## config.mk

```make
export PLATFORM = sky130hd
export DESIGN_NAME = temp_monitor
export DESIGN_NICKNAME = d
export VERILOG_FILES = /design/src/rtl/temp_monitor.sv
export SDC_FILE = /design/constraint.sdc
export NUM_CORES = 1
export LEC_CHECK = 0
export ABC_AREA = 1
export CAP_MARGIN = 30
export CORE_ASPECT_RATIO = 0.75
export CORE_UTILIZATION = 38
export DETAILED_ROUTE_END_ITERATION = 8
export SLEW_MARGIN = 20
export SYNTH_ARGS = -nofsm -noshare
export SYNTH_HDL_FRONTEND = slang
export SYNTH_SLANG_ARGS = --single-unit
```

## constraint.sdc

```tcl
create_clock -name clk -period 1.9 [get_ports clk]
set_input_delay 0.38 -clock clk [delete_from_list [all_inputs] [get_ports clk]]
set_output_delay 0.38 -clock clk [all_outputs]
set_load 0.01 [all_outputs]
```

## src/rtl/temp_monitor.sv

```systemverilog
// temp_monitor
//   Three-channel over/under temperature monitor for ADT7320 readings.
//   Each channel has its own NORMAL/HIGH/LOW state machine with a
//   debounce counter, so an alarm is entered or left only after DEBOUNCE
//   consecutive qualifying samples. Leaving an alarm uses the limit moved
//   inward by the hysteresis value.
//
//   Optional feature: define TEMP_MONITOR_MINMAX_EN to add per-channel
//   running maximum/minimum registers and the tmax0..2 / tmin0..2 ports.
//
// Ports
//   clk                  system clock, rising edge
//   reset                asynchronous reset, active low
//   sample               one-cycle strobe, result0..2 valid in that cycle
//   result0..2   [15:0]  raw ADT7320 words, temperature in bits [15:3]
//   t_hi, t_lo   [12:0]  signed high/low limits, 1/16 degC per LSB
//   hyst         [3:0]   hysteresis in LSBs, applied on alarm exit
//   clear                one-cycle strobe, clears status (and min/max)
//   alarm        [2:0]   channel is in HIGH or LOW
//   over         [2:0]   channel is in HIGH
//   irq                  one-cycle pulse after any channel enters an alarm
//   status       [2:0]   sticky "alarm has occurred" per channel
//   tmax0..2, tmin0..2   running extremes (TEMP_MONITOR_MINMAX_EN only)
module temp_monitor #(
  parameter int DEBOUNCE = 3
) (
  input  logic               clk,
  input  logic               reset,
  input  logic               sample,
  input  logic [15:0]        result0,
  input  logic [15:0]        result1,
  input  logic [15:0]        result2,
  input  logic signed [12:0] t_hi,
  input  logic signed [12:0] t_lo,
  input  logic [3:0]         hyst,
  input  logic               clear,
  output logic [2:0]         alarm,
  output logic [2:0]         over,
  output logic               irq,
  output logic [2:0]         status
`ifdef TEMP_MONITOR_MINMAX_EN
  ,
  output logic signed [12:0] tmax0,
  output logic signed [12:0] tmax1,
  output logic signed [12:0] tmax2,
  output logic signed [12:0] tmin0,
  output logic signed [12:0] tmin1,
  output logic signed [12:0] tmin2
`endif
);

  typedef enum logic [1:0] {
    NORMAL = 2'd0,
    HIGH   = 2'd1,
    LOW    = 2'd2
  } state_t;

  localparam logic [3:0] DB = 4'(DEBOUNCE);

  logic               armed;
  logic               sample_ok;
  logic signed [12:0] temp      [3];
  logic signed [13:0] temp_x    [3];
  logic signed [13:0] hyst_x;
  logic signed [13:0] hi_exit;
  logic signed [13:0] lo_exit;
  state_t             state     [3];
  state_t             state_nxt [3];
  logic [3:0]         cnt       [3];
  logic [3:0]         cnt_nxt   [3];
  logic               dir_lo    [3];
  logic               dir_lo_nxt[3];
  logic [2:0]         entry;
  logic               unused_bits;

  // The three fractional LSBs of each ADT7320 word carry no temperature.
  assign unused_bits = ^{result0[2:0], result1[2:0], result2[2:0]};

  assign temp[0] = result0[15:3];
  assign temp[1] = result1[15:3];
  assign temp[2] = result2[15:3];

  // Exit thresholds are formed one bit wider so a limit near either end
  // of the 13-bit range cannot wrap when hysteresis is applied.
  assign hyst_x  = {10'd0, hyst};
  assign hi_exit = {t_hi[12], t_hi} - hyst_x;
  assign lo_exit = {t_lo[12], t_lo} + hyst_x;

  // A sample arriving on the first edge after reset release is dropped,
  // because the input words may still be settling from the reset.
  always_ff @(posedge clk or negedge reset) begin
    if (!reset) armed <= 1'b0;
    else        armed <= 1'b1;
  end

  assign sample_ok = sample & armed;

  // Per-channel next state. dir_lo remembers which limit the NORMAL-state
  // counter is counting toward, so a flip between over and under restarts
  // the count at one instead of carrying the old count across.
  always_comb begin
    for (int i = 0; i < 3; i++) begin
      state_nxt[i]  = state[i];
      cnt_nxt[i]    = cnt[i];
      dir_lo_nxt[i] = dir_lo[i];
      entry[i]      = 1'b0;
      temp_x[i]     = {temp[i][12], temp[i]};
      if (sample_ok) begin
        case (state[i])
          NORMAL: begin
            if (temp[i] > t_hi) begin
              cnt_nxt[i]    = dir_lo[i] ? 4'd1 : cnt[i] + 4'd1;
              dir_lo_nxt[i] = 1'b0;
            end else if (temp[i] < t_lo) begin
              cnt_nxt[i]    = dir_lo[i] ? cnt[i] + 4'd1 : 4'd1;
              dir_lo_nxt[i] = 1'b1;
            end else begin
              cnt_nxt[i] = 4'd0;
            end
            if (cnt_nxt[i] == DB) begin
              state_nxt[i] = dir_lo_nxt[i] ? LOW : HIGH;
              cnt_nxt[i]   = 4'd0;
              entry[i]     = 1'b1;
            end
          end
          HIGH: begin
            if (temp_x[i] < hi_exit) cnt_nxt[i] = cnt[i] + 4'd1;
            else                     cnt_nxt[i] = 4'd0;
            if (cnt_nxt[i] == DB) begin
              state_nxt[i] = NORMAL;
              cnt_nxt[i]   = 4'd0;
            end
          end
          LOW: begin
            if (temp_x[i] > lo_exit) cnt_nxt[i] = cnt[i] + 4'd1;
            else                     cnt_nxt[i] = 4'd0;
            if (cnt_nxt[i] == DB) begin
              state_nxt[i] = NORMAL;
              cnt_nxt[i]   = 4'd0;
            end
          end
          default: begin
            state_nxt[i] = NORMAL;
            cnt_nxt[i]   = 4'd0;
          end
        endcase
      end
    end
  end

  // State registers, irq pulse and sticky status. A new alarm entry in the
  // same cycle as clear still sets its status bit.
  always_ff @(posedge clk or negedge reset) begin
    if (!reset) begin
      for (int i = 0; i < 3; i++) begin
        state[i]  <= NORMAL;
        cnt[i]    <= 4'd0;
        dir_lo[i] <= 1'b0;
      end
      irq    <= 1'b0;
      status <= 3'b000;
    end else begin
      for (int i = 0; i < 3; i++) begin
        state[i]  <= state_nxt[i];
        cnt[i]    <= cnt_nxt[i];
        dir_lo[i] <= dir_lo_nxt[i];
      end
      irq    <= |entry;
      status <= (clear ? 3'b000 : status) | entry;
    end
  end

  always_comb begin
    alarm = 3'b000;
    over  = 3'b000;
    for (int i = 0; i < 3; i++) begin
      alarm[i] = (state[i] != NORMAL);
      over[i]  = (state[i] == HIGH);
    end
  end

`ifdef TEMP_MONITOR_MINMAX_EN
  logic signed [12:0] tmax_r [3];
  logic signed [12:0] tmin_r [3];

  // Running extremes start from the opposite end of the range so the first
  // sample always replaces them; clear with a sample restarts from that
  // sample rather than from the empty values.
  always_ff @(posedge clk or negedge reset) begin
    if (!reset) begin
      for (int i = 0; i < 3; i++) begin
        tmax_r[i] <= 13'h1000;
        tmin_r[i] <= 13'h0FFF;
      end
    end else begin
      for (int i = 0; i < 3; i++) begin
        if (sample_ok && clear) begin
          tmax_r[i] <= temp[i];
          tmin_r[i] <= temp[i];
        end else if (sample_ok) begin
          if (temp[i] > tmax_r[i]) tmax_r[i] <= temp[i];
          if (temp[i] < tmin_r[i]) tmin_r[i] <= temp[i];
        end else if (clear) begin
          tmax_r[i] <= 13'h1000;
          tmin_r[i] <= 13'h0FFF;
        end
      end
    end
  end

  assign tmax0 = tmax_r[0];
  assign tmax1 = tmax_r[1];
  assign tmax2 = tmax_r[2];
  assign tmin0 = tmin_r[0];
  assign tmin1 = tmin_r[1];
  assign tmin2 = tmin_r[2];
`endif

endmodule
```

==> flow_summary.ini, run 1 <==
[worst_setup_path]
rr_startpoint = cnt[5]
cp-startpoint = hyst[0]
cp.arrival_ns = 3.51
endpoint_kind = register
required_ns = 2.05
start_kind = input port
worstSetupPathType = in -> reg
crit_fanout = 4

[routing]
drtIter0Drc = 529
vias_per_cell = 5.34
vias = 8247
drc_errors = 0
wl_mm = 26.4
drt_pass1_iterations = 7
routedWlPerCell_um = 17.1
ant_nets = 0

[global_routing]
grt_pass1_wl_mm = 40.6
met3_usage = 0.0651
grt_overflow = 0
grt_busiest_layer = met2
antenna_found_initial = 0
grt_max_degree = 27
track_usage = 0.295
grt_use_met1 = 0.437
met2_usage = 0.445
grt_pass1_vias = 7950

[timing]
rsz0062_at_grt = true
timing.final.crit_period_ns = 3.36
finClkSkew_ns = 0.0102
period_share = 1.77
hold_viol = 0
setup_ws_ns = -1.46
fmax_mhz = 298
setup_viol = 25
report.final.slew_viol_count = 0
fin_setup_tns_ns = -27.17

[pwr]
power_frac_comb = 0.784
seqPwrFrac = 0.134
switching_share = 0.492
switching_power_uw = 3260
pwr-share-clk = 0.082
p_per_area_mw_per_mm2 = 602
power.internal_uw = 3360
p_leak_uw = 0.00549
vdd_ir_drop_max_v = 0.000525

[floorplanning]
boundaryPins = 92
die_h_um = 116
dieArea_mm2 = 0.0177
rows = 41
start_util = 0.389
dieWidth_um = 153
coreArea_mm2 = 0.0168

[final_layout]
finalNetCount = 1562
instances_no_fill = 1543
fillers = 1479
syn_to_final_growth_pct = 68.3
layout-drive-gt1-share = 0.439
diodes = 0

[place]
hpwl_mm = 21.8
gp_congestion = 0.963
portBuffers = 82
dp.cells = 1510

[cts]
cts_tree = done
root_buffer = clkbuf_16
clock_latency_ns = 0.27
cts.path.max_buffers = 2
htreeDepth = 1
cts_made_buffers = 3
clk_pin_slew_worst_paths_ns = 0.08
cts_hold_buf = 0
cts.sinks = 26

[logic_synthesis]
synthTopCellsByArea = ha_1 (29%), nand2_1 (14%), dfrtp_1 (10%)
ys_ff_latch = 26
synth_edf_count = 0
syn_nets = 1232
synthArstFlopShare = 1.00
syn_avg_cell_area_um2 = 6.54
yosysUniqueCellTypes = 45
syn_inst = 999
yosys_warnings = 0
netlist_area_mm2 = 0.00654
yosys.area.top_type = ha_1
synth_top_area_frac = 0.285
yosysSeqAreaShare = 0.0995
synth_top_flop_cell = dfrtp_1

[worst_hold_path]
hold_class = in -> async

[outcome]
violations = negative setup slack
status = finished with violations

[run]
maxCapViolCount = 0
[stage by stage]
step | setup slack [ns] | cell area, um^2 | hold slack, ns | util | total power [uW]
floorplan | -1.29 | 6790 | 0.0844 | - | 3240
global placement | -2.15 | 9510 | 0.479 | 0.565 | 5070
detailed placement | -2.24 | 9510 | 0.484 | 0.565 | 5130
CTS | -1.48 | 10600 | 0.500 | 0.627 | 6110
global route | -1.66 | 11000 | 0.528 | 0.654 | 7170
finish | -1.46 | 11000 | 0.489 | 0.654 | 6620
[cell usage in the layout, fill, tap and decap left out, drive strengths merged, types with 2 or more instances in the layout]
| cell type | netlist | routed |
|---|---|---|
| nand2 | 261 | 261 |
| buf | 1 | 259 |
| ha | 149 | 149 |
| inv | 123 | 120 |
| nand3 | 103 | 103 |
| nor2 | 93 | 93 |
| a21oi | 74 | 74 |
| o21ai | 38 | 38 |
| nand4 | 27 | 27 |
| dfrtp | 26 | 26 |
| clkbuf | 1 | 26 |
| xor2 | 18 | 18 |
| dlygate4sd2 | 0 | 16 |
| clkdlybuf4s15 | 0 | 14 |
| o211ai | 13 | 13 |
| clkdlybuf4s50 | 0 | 13 |
| nand3b | 11 | 11 |
| o2111ai | 11 | 11 |
| nor3 | 8 | 8 |
| xnor2 | 6 | 6 |
| nor4 | 4 | 4 |
| a21boi | 4 | 4 |
| o31ai | 4 | 4 |
| clkinvlp | 0 | 3 |
| a211oi | 3 | 3 |
| o21a | 3 | 3 |
| dlymetal6s2s | 0 | 3 |
| a221oi | 3 | 3 |
| clkinv | 2 | 2 |
| and3 | 2 | 2 |
| a21o | 2 | 2 |
| a22o | 2 | 2 |
| fa | 2 | 2 |
| or2 | 2 | 2 |
[routing by layer]
layer / part of all wire / vias up / wire [um]
li1: - / 4107 / -
met1: 0.50 / 3862 / 13300
met2: 0.40 / 253 / 10600
met3: 0.082 / 25 / 2160
met4: 0.015 / 0 / 387
met5: 0 / - / 0
[power by group through the flow]
stage / sequential (uW) / clock, uW / combinational (uW)
3_3_place_gp: 886 / 0 / 4190
4_1_cts: 881 / 540 / 4690
3_5_place_dp: 892 / 0 / 4240
2_1_floorplan: 893 / 0 / 2350
5_1_grt: 917 / 571 / 5680
6_report: 889 / 540 / 5190
[cell families (layout without fill, tap and decap cells)]
kind of cell	Yosys count	in the layout	synth area share
buf+inv	127	456	0.0731
compound gates	158	158	0.146
flops	26	26	0.0995
other cells	1	1	0.000574
simple gates	512	512	0.358
fa+ha+maj	151	151	0.291
xor+xnor	24	24	0.0322
[repair_timing]
action | in CTS | in global routing
pin swaps | 118 | 70
setup endpoints to repair | 25 | 28
buffers inserted | 38 | 5
resized for setup | 325 | 163
[path summary, 6_finish.rpt]
kind / cells past startpoint / slack (ns) / end
min in group clk: 2 / 0.49 / cnt[11]
worst min register to register: 2 / 0.49 / cnt[11]
worst max-delay path: 25 / -1.46 / cnt[2]
max in group asynchronous: 2 / 1.13 / state[5]
worst min-delay path: 2 / 0.49 / state[1]
worst max register to register: 10 / -0.03 / state[2]
[cells in the mapped netlist, types with 3 or more instances]
cell type,n
nor4_1,4
nand3_1,96
xnor2_1,6
nor2_1,80
o211ai_1,13
a21oi_1,71
nand4_1,27
xor2_1,18
nand3_2,7
inv_2,6
nor2_4,3
nand2_2,14
dfrtp_1,26
inv_1,117
a221oi_1,3
a211oi_1,3
ha_1,149
o21ai_0,32
a21boi_1,3
o2111ai_1,11
nand3b_1,11
nor2_2,10
o21ai_1,5
o21a_1,3
o31ai_1,4
nor3_1,7
nand2_1,245
[worst max-delay path, cell delays in order]
cell and delay, ns:
buf_8 0.08, buf_6 0.09, ha_4 0.13, inv_2 0.03, fa_2 0.34, nand3b_1 0.23
a21oi_2 0.17, nand3_1 0.10, nor2_2 0.10, xor2_1 0.19, inv_2 0.07, ha_1 0.28
nand2_1 0.06, nor2_2 0.15, nand2_1 0.08, nor2_1 0.10, nand3_1 0.09, nand2_1 0.08
inv_2 0.04, a21oi_2 0.16, nor2_4 0.07, buf_4 0.13, nand2_1 0.07, nand3_2 0.08
a22o_1 0.19
[cell type report]
type                    instances  area, um^2  area share
multi-input cells             846        6810       0.619
repair buffers                327        2680       0.244
flip-flops and latches         26         653      0.0594
inverters                     125         498      0.0453
well taps                     215         269      0.0245
clock buffers                   4        88.8     0.00807
[registers in the layout, indices dropped and copies added, names as in the netlist]
name / count
dir_lo: 3
status: 3
armed: 1
cnt: 12
state: 6
irq: 1
(Power assumes the default switching activity.)
==> run 2, diff against run 1 <==
--- a/config.mk
+++ b/config.mk
@@ -8,8 +8,9 @@
 export ABC_AREA = 1
 export CAP_MARGIN = 30
 export CORE_ASPECT_RATIO = 0.75
-export CORE_UTILIZATION = 38
+export CORE_UTILIZATION = 52
 export DETAILED_ROUTE_END_ITERATION = 8
+export PLACE_DENSITY = 0.8
 export SLEW_MARGIN = 20
 export SYNTH_ARGS = -nofsm -noshare
 export SYNTH_HDL_FRONTEND = slang
==> flow_summary.ini, run 2 <==
[logic_synthesis]
syn_avg_cell_area_um2 = 6.54
yosysUniqueCellTypes = 45
syn_nets = 1232
yosysSeqAreaShare = 0.0995
synthTopCellsByArea = ha_1 (29%), nand2_1 (14%), dfrtp_1 (10%)
synth_top_area_frac = 0.285
yosysMostFrequentCell = nand2_1
ys_ff_latch = 26
netlist_area_mm2 = 0.00654
synthArstFlopShare = 1.00
yosys.area.top_type = ha_1
syn_inst = 999
synthTopCellsByCount = nand2_1 (245), ha_1 (149), inv_1 (117), nand3_1 (96), nor2_1 (80)
synth_edf_count = 0
yosys_warnings = 0
synth_top_flop_cell = dfrtp_1

[cts]
cts.path.max_buffers = 2
cts_hold_buf = 0
cts.sinks = 26
htreeDepth = 1
root_buffer = clkbuf_16
cts_made_buffers = 3

[outcome]
status = aborted with a tool error
error = [ERROR GRT-0232] Routing congestion too high. Check the congestion heatmap in the GUI.
haltStage = global routing

[floorplanning]
start_util = 0.533
rows = 35
boundaryPins = 92
dieWidth_um = 131
die_h_um = 99.1

[place]
gp_congestion = 1.01
hpwl_mm = 20.4
portBuffers = 82

[global_routing]
track_usage = 0.774
grt_overflow = 10
grt_max_degree = 27

[timing]
grt-worst-endpoint = state[0]$_DFFE_PN0P_/D
worstEndpointType = sequential cell input
run 2: cell counts after synthesis:
Identical to the previous run, type by type.
run 2: what timing repair did:
item / 4_1_cts
buffers inserted: 47
endpoints found under the setup margin: 25
resized for setup: 388
pin swaps: 128
run 2: routing by layer:
| layer | GRT overflow | global-route usage |
|---|---|---|
| met5 | 0 | 0.344 |
| met4 | 5 | 0.739 |
| met3 | 0 | 0.640 |
| met2 | 4 | 0.937 |
| met1 | 1 | 0.781 |
run 2: per-stage QoR:
step	TNS [ns]	cell area, um^2	worst slack, ns	cells
after detailed placement	-46.55	9320	-2.21	1445
after floorplan	-21.57	6790	-1.29	999
after CTS	-24.56	10600	-1.35	1490
after global placement	-44.21	9320	-2.10	1445
run 2: cells by family after synthesis:
kind of cell | Yosys count | share of synthesized area
simple gates | 512 | 0.358
compound gates | 158 | 0.146
fa+ha+maj | 151 | 0.291
buf+inv | 127 | 0.0731
flops | 26 | 0.0995
xor+xnor | 24 | 0.0322
other cells | 1 | 0.000574
==> run 3, diff against run 2 <==
--- a/config.mk
+++ b/config.mk
@@ -7,10 +7,9 @@
 export LEC_CHECK = 0
 export ABC_AREA = 1
 export CAP_MARGIN = 30
-export CORE_ASPECT_RATIO = 0.75
-export CORE_UTILIZATION = 52
+export CORE_UTILIZATION = 40
 export DETAILED_ROUTE_END_ITERATION = 8
-export PLACE_DENSITY = 0.8
+export PLACE_DENSITY_LB_ADDON = 0.15
 export SLEW_MARGIN = 20
 export SYNTH_ARGS = -nofsm -noshare
 export SYNTH_HDL_FRONTEND = slang
==> constraint.sdc (replaced) <==
create_clock -name clk -period 2.5 [get_ports clk]
set_input_delay 0.5 -clock clk [delete_from_list [all_inputs] [get_ports clk]]
set_output_delay 0.5 -clock clk [all_outputs]
set_load 0.01 [all_outputs]
==> flow_summary.ini, run 3 (synthesis gave the netlist of run 1 again) <==
[pwr]
p_leak_uw = 0.00557
power_frac_comb = 0.764
seqPwrFrac = 0.141
pwr-share-clk = 0.095
switching_share = 0.487
vdd_ir_drop_max_v = 0.000384
switching_power_uw = 2450
p_per_area_mw_per_mm2 = 445
power.internal_uw = 2580

[cts]
clk_pin_slew_worst_paths_ns = 0.07
cts_made_buffers = 3
cts.path.max_buffers = 2
root_buffer = clkbuf_16
cts.sinks = 26
htreeDepth = 1
cts_tree = done
clock_latency_ns = 0.27

[place]
place_ws_ns = -1.80
gp_congestion = 0.998
portBuffers = 82
hpwl_mm = 20.6

[final_layout]
finalNetCount = 1574
largest_register_ffs = 12
top_register = cnt
layout-drive-gt1-share = 0.440
diodes = 0
syn_to_final_growth_pct = 73.2
fillers = 1303
final_util = 0.710
final_common_cell = buf_4
largest_registers = cnt (12), state (6)
mostFrequentLayoutCells = buf_4 (220), nand2_1 (204), ha_1 (93), inv_1 (86), nand3_1 (77)

[routing]
ant_nets = 0
routedWlPerCell_um = 17.1
drc_errors = 0
vias = 8362
drt_pass1_iterations = 7
drtIter0Drc = 482
vias_per_cell = 5.37
wl_mm = 26.6

[global_routing]
grt_max_degree = 27
grt_pass1_vias = 8106
track_usage = 0.315
grt_pass1_wl_mm = 41.0
grt_overflow = 0
antenna_found_initial = 0

[floorplanning]
boundaryPins = 92
coreArea_mm2 = 0.0159
dieArea_mm2 = 0.0169
die_h_um = 130
start_util = 0.410
rows = 46
dieWidth_um = 130

[worst_setup_path]
cp_slowest_stage_delay_ns = 0.34
crit_fanout = 3
cp_common_cell = nand2_1
required_ns = 2.71
worstSetupPathType = in -> reg
cp.arrival_ns = 3.78
endpoint_kind = register
start_kind = input port
slowest_stage = fa_2

[timing]
rsz0062_at_grt = true
timing.final.crit_period_ns = 3.57
worst_pin_slew_ns = 0.506
hold_viol = 0
period_share = 1.43
slew_headroom = 0.661
report.final.slew_viol_count = 0
setup_ws_ns = -1.07
fmax_mhz = 280
setup_viol = 19
fin_setup_tns_ns = -17.16
finClkSkew_ns = 0.00640

[worst_hold_path]
hold_class = reg -> reg

[outcome]
violations = negative setup slack
status = finished with violations

[run]
maxCapViolCount = 0
==> run 3: final cells by class <==
type | count | area (um^2) | area share
flip-flops and latches | 26 | 651 | 0.0575
clock buffers | 3 | 75.1 | 0.00663
inverters | 125 | 498 | 0.0440
repair buffers | 339 | 2830 | 0.250
multi-input cells | 846 | 6970 | 0.615
clock inverters | 1 | 30.0 | 0.00265
well taps | 216 | 270 | 0.0239
==> run 3: worst paths after layout <==
check	from	end	slack (ns)	cells past startpoint
setup / recovery	hyst[0]	cnt[9]	-1.07	27
hold / removal	cnt[11]	cnt[11]	0.51	2
setup reg to reg	cnt[0]	state[1]	0.36	10
hold reg to reg	cnt[11]	cnt[11]	0.51	2
max in group asynchronous	reset	cnt[9]	1.64	2
min in group asynchronous	reset	cnt[4]	0.60	2
==> run 3: per-stage QoR <==
stage	std cells	hold slack (ns)	cell area (um^2)	total power (uW)
final	1556	0.508	11300	5040
after detailed placement	1514	0.489	9380	3760
after global routing	1556	0.532	11300	5450
after global placement	1514	0.481	9380	3730
after floorplan	999	0.204	6630	2420
after CTS	1545	0.505	10800	4670
==> run 3: power groups by stage <==
stage | logic [uW] | clock network, uW | registers, uW
floorplan | 1740 | 0 | 677
global placement | 3020 | 0 | 704
detailed placement | 3050 | 0 | 707
CTS | 3490 | 482 | 702
global route | 4220 | 502 | 731
finish | 3850 | 480 | 709
==> run 3: routing by layer <==
metal	share of wire	global-route usage	vias to the layer above
met5	0	0	-
met4	0.051	0.149	0
met3	0.061	0.0521	75
met2	0.46	0.528	300
met1	0.42	0.395	3859
li1	-	-	4128
==> run 3: what timing repair did <==
item                                    4_1_cts  5_1_grt
gates cloned                                  0        0
endpoints found under the setup margin       25       23
buffers inserted                             30       17
pin swaps                                   135       94
hold buffers                                  0        0
gates resized for setup                     407      117
hold endpoints to repair                      0        0
==> run 3: worst max-delay path: cells and delay by family <==
family | cells | cell delay (ns)
AOI/OAI and AO/OA | 2 | 0.27
xor gates and xnor gates | 1 | 0.18
adders and majority gates | 3 | 0.72
buffers and inverters | 7 | 0.61
and+or+nand+nor | 14 | 1.46
==> run 4, diff against run 3 <==
--- a/config.mk
+++ b/config.mk
@@ -6,10 +6,11 @@
 export NUM_CORES = 1
 export LEC_CHECK = 0
 export ABC_AREA = 1
-export CAP_MARGIN = 30
+export CAP_MARGIN = 25
 export CORE_UTILIZATION = 40
 export DETAILED_ROUTE_END_ITERATION = 8
 export PLACE_DENSITY_LB_ADDON = 0.15
+export SKIP_CTS_REPAIR_TIMING = 1
 export SLEW_MARGIN = 20
 export SYNTH_ARGS = -nofsm -noshare
 export SYNTH_HDL_FRONTEND = slang
==> flow_summary.ini, run 4 (synthesis gave the netlist of run 1 again) <==
[outcome]
status = finished with violations
violations = negative setup slack

[pwr]
switching_power_uw = 2380
power.internal_uw = 2540
p_leak_uw = 0.00574
vdd_ir_drop_max_v = 0.000381
seqPwrFrac = 0.144
pwr-share-clk = 0.097
switching_share = 0.483
p_total_uw = 4920
power_frac_comb = 0.759
p_per_area_mw_per_mm2 = 442

[floorplanning]
die_h_um = 130
dieWidth_um = 130
rows = 46
dieArea_mm2 = 0.0169
boundaryPins = 92
start_util = 0.410
coreArea_mm2 = 0.0159

[final_layout]
fillers = 1325
layout-drive-gt1-share = 0.421
diodes = 0
finalNetCount = 1561
mostFrequentLayoutCells = buf_4 (220), nand2_1 (204), ha_1 (96), inv_1 (84), nand3_1 (80)
syn_to_final_growth_pct = 70.0
multi_input_area_mm2 = 0.00682
top_register = cnt
largest_registers = cnt (12), state (6)
largest_register_ffs = 12
regArea_um2 = 651
final_common_cell = buf_4

[cts]
cts.sinks = 26
cts_made_buffers = 3
root_buffer = clkbuf_16
htreeDepth = 1
cts.path.max_buffers = 2
clk_pin_slew_worst_paths_ns = 0.07
cts_tree = done
clock_latency_ns = 0.27

[routing]
drc_errors = 0
drt_pass1_iterations = 5
ant_nets = 0
routedWlPerCell_um = 16.9
vias_per_cell = 5.33
drtIter0Drc = 466
vias = 8228
wl_mm = 26.0

[worst_setup_path]
endpoint_kind = register
crit_fanout = 3
cp.arrival_ns = 3.73
required_ns = 2.66
worstSetupPathType = in -> reg
start_kind = input port

[worst_hold_path]
hold_class = reg -> reg

[global_routing]
grt_max_degree = 27
grt_pass1_vias = 7416
grt_pass1_wl_mm = 37.7
antenna_found_initial = 0
grt_overflow = 0
track_usage = 0.290

[place]
place_ws_ns = -1.80
hpwl_mm = 20.6
portBuffers = 82
gp_congestion = 0.998

[run]
maxCapViolCount = 0

[timing]
timing.final.crit_period_ns = 3.57
rsz0062_at_grt = true
setup_viol = 18
finClkSkew_ns = 0.00729
setup_ws_ns = -1.07
hold_viol = 0
report.final.slew_viol_count = 0
period_share = 1.43
fmax_mhz = 280
run 4: cell count changes in the layout (fill, tap and decap cells not counted), moves of 3 or more:
cell,delta
ha_4,-3
nand3_1,+3
buf_6,-11
dlymetal6s2s_1,+37
clkbuf_2,+15
nand2_4,-5
dlygate4sd2_1,-27
nand2_2,+5
buf_2,-12
clkdlybuf4s15_2,-16
ha_1,+3
run 4: worst paths after layout:
kind,start,endpoint,slack [ns],cells past startpoint
worst max register to register,cnt[8],state[4],0.35,10
max in group asynchronous,reset,cnt[9],1.64,2
min in group asynchronous,reset,cnt[4],0.61,2
worst min-delay path,cnt[11],cnt[11],0.50,2
worst min register to register,cnt[11],cnt[11],0.50,2
worst max-delay path,hyst[1],state[1],-1.07,28
run 4: power by group through the flow:
stage	Combinational [uW]	Clock [uW]	Sequential, uW
floorplan	1740	0	677
global placement	3020	0	704
detailed placement	3050	0	707
CTS	3070	482	701
global route	4100	502	730
finish	3730	477	709
run 4: cell type report:
cell class                      instances  area share
Clock inverter                          1     0.00270
Multi-Input combinational cell        846       0.613
Tap cell                              216      0.0243
Timing Repair Buffer                  326       0.250
Inverter                              125      0.0440
Clock buffer                            3     0.00675
Sequential cell                        26      0.0585
run 4: worst max-delay path, cell delays in order:
cell and delay, ns:
dlymetal6s2s_1 0.12, inv_2 0.06, ha_1 0.19, nand2_2 0.08
nand2_2 0.06, a21boi_2 0.16, nand4_1 0.23, or2_4 0.35
nor2_4 0.12, nor2_4 0.06, ha_4 0.27, nand2_2 0.05
inv_2 0.06, nand2_1 0.05, inv_1 0.07, nand2_1 0.07
nor2_2 0.11, nand3b_1 0.10, nor2_1 0.13, nor2_1 0.07
nand2_1 0.07, nand2_1 0.06, nand2_2 0.12, nand4_1 0.14
a21oi_4 0.20, nand2_2 0.07, nand2_1 0.08, nand2_2 0.06
run 4: stage by stage:
stage	setup TNS (ns)	instance area [um^2]	util	instances	hold WS, ns
5_1_grt	-21.75	11100	0.697	1543	0.532
3_5_place_dp	-36.23	9380	0.588	1514	0.489
2_1_floorplan	-12.23	6630	-	999	0.204
4_1_cts	-29.40	9480	0.595	1518	0.505
6_report	-17.25	11100	0.697	1543	0.500
3_3_place_gp	-34.46	9380	0.588	1514	0.481
run 4: layer usage:
metal / up-vias / track usage / part of all wire
met4: 0 / 0.0971 / 0.041
met3: 68 / 0.0394 / 0.062
li1: 4099 / - / -
met5: - / 0 / 0
met2: 284 / 0.474 / 0.46
met1: 3777 / 0.390 / 0.43
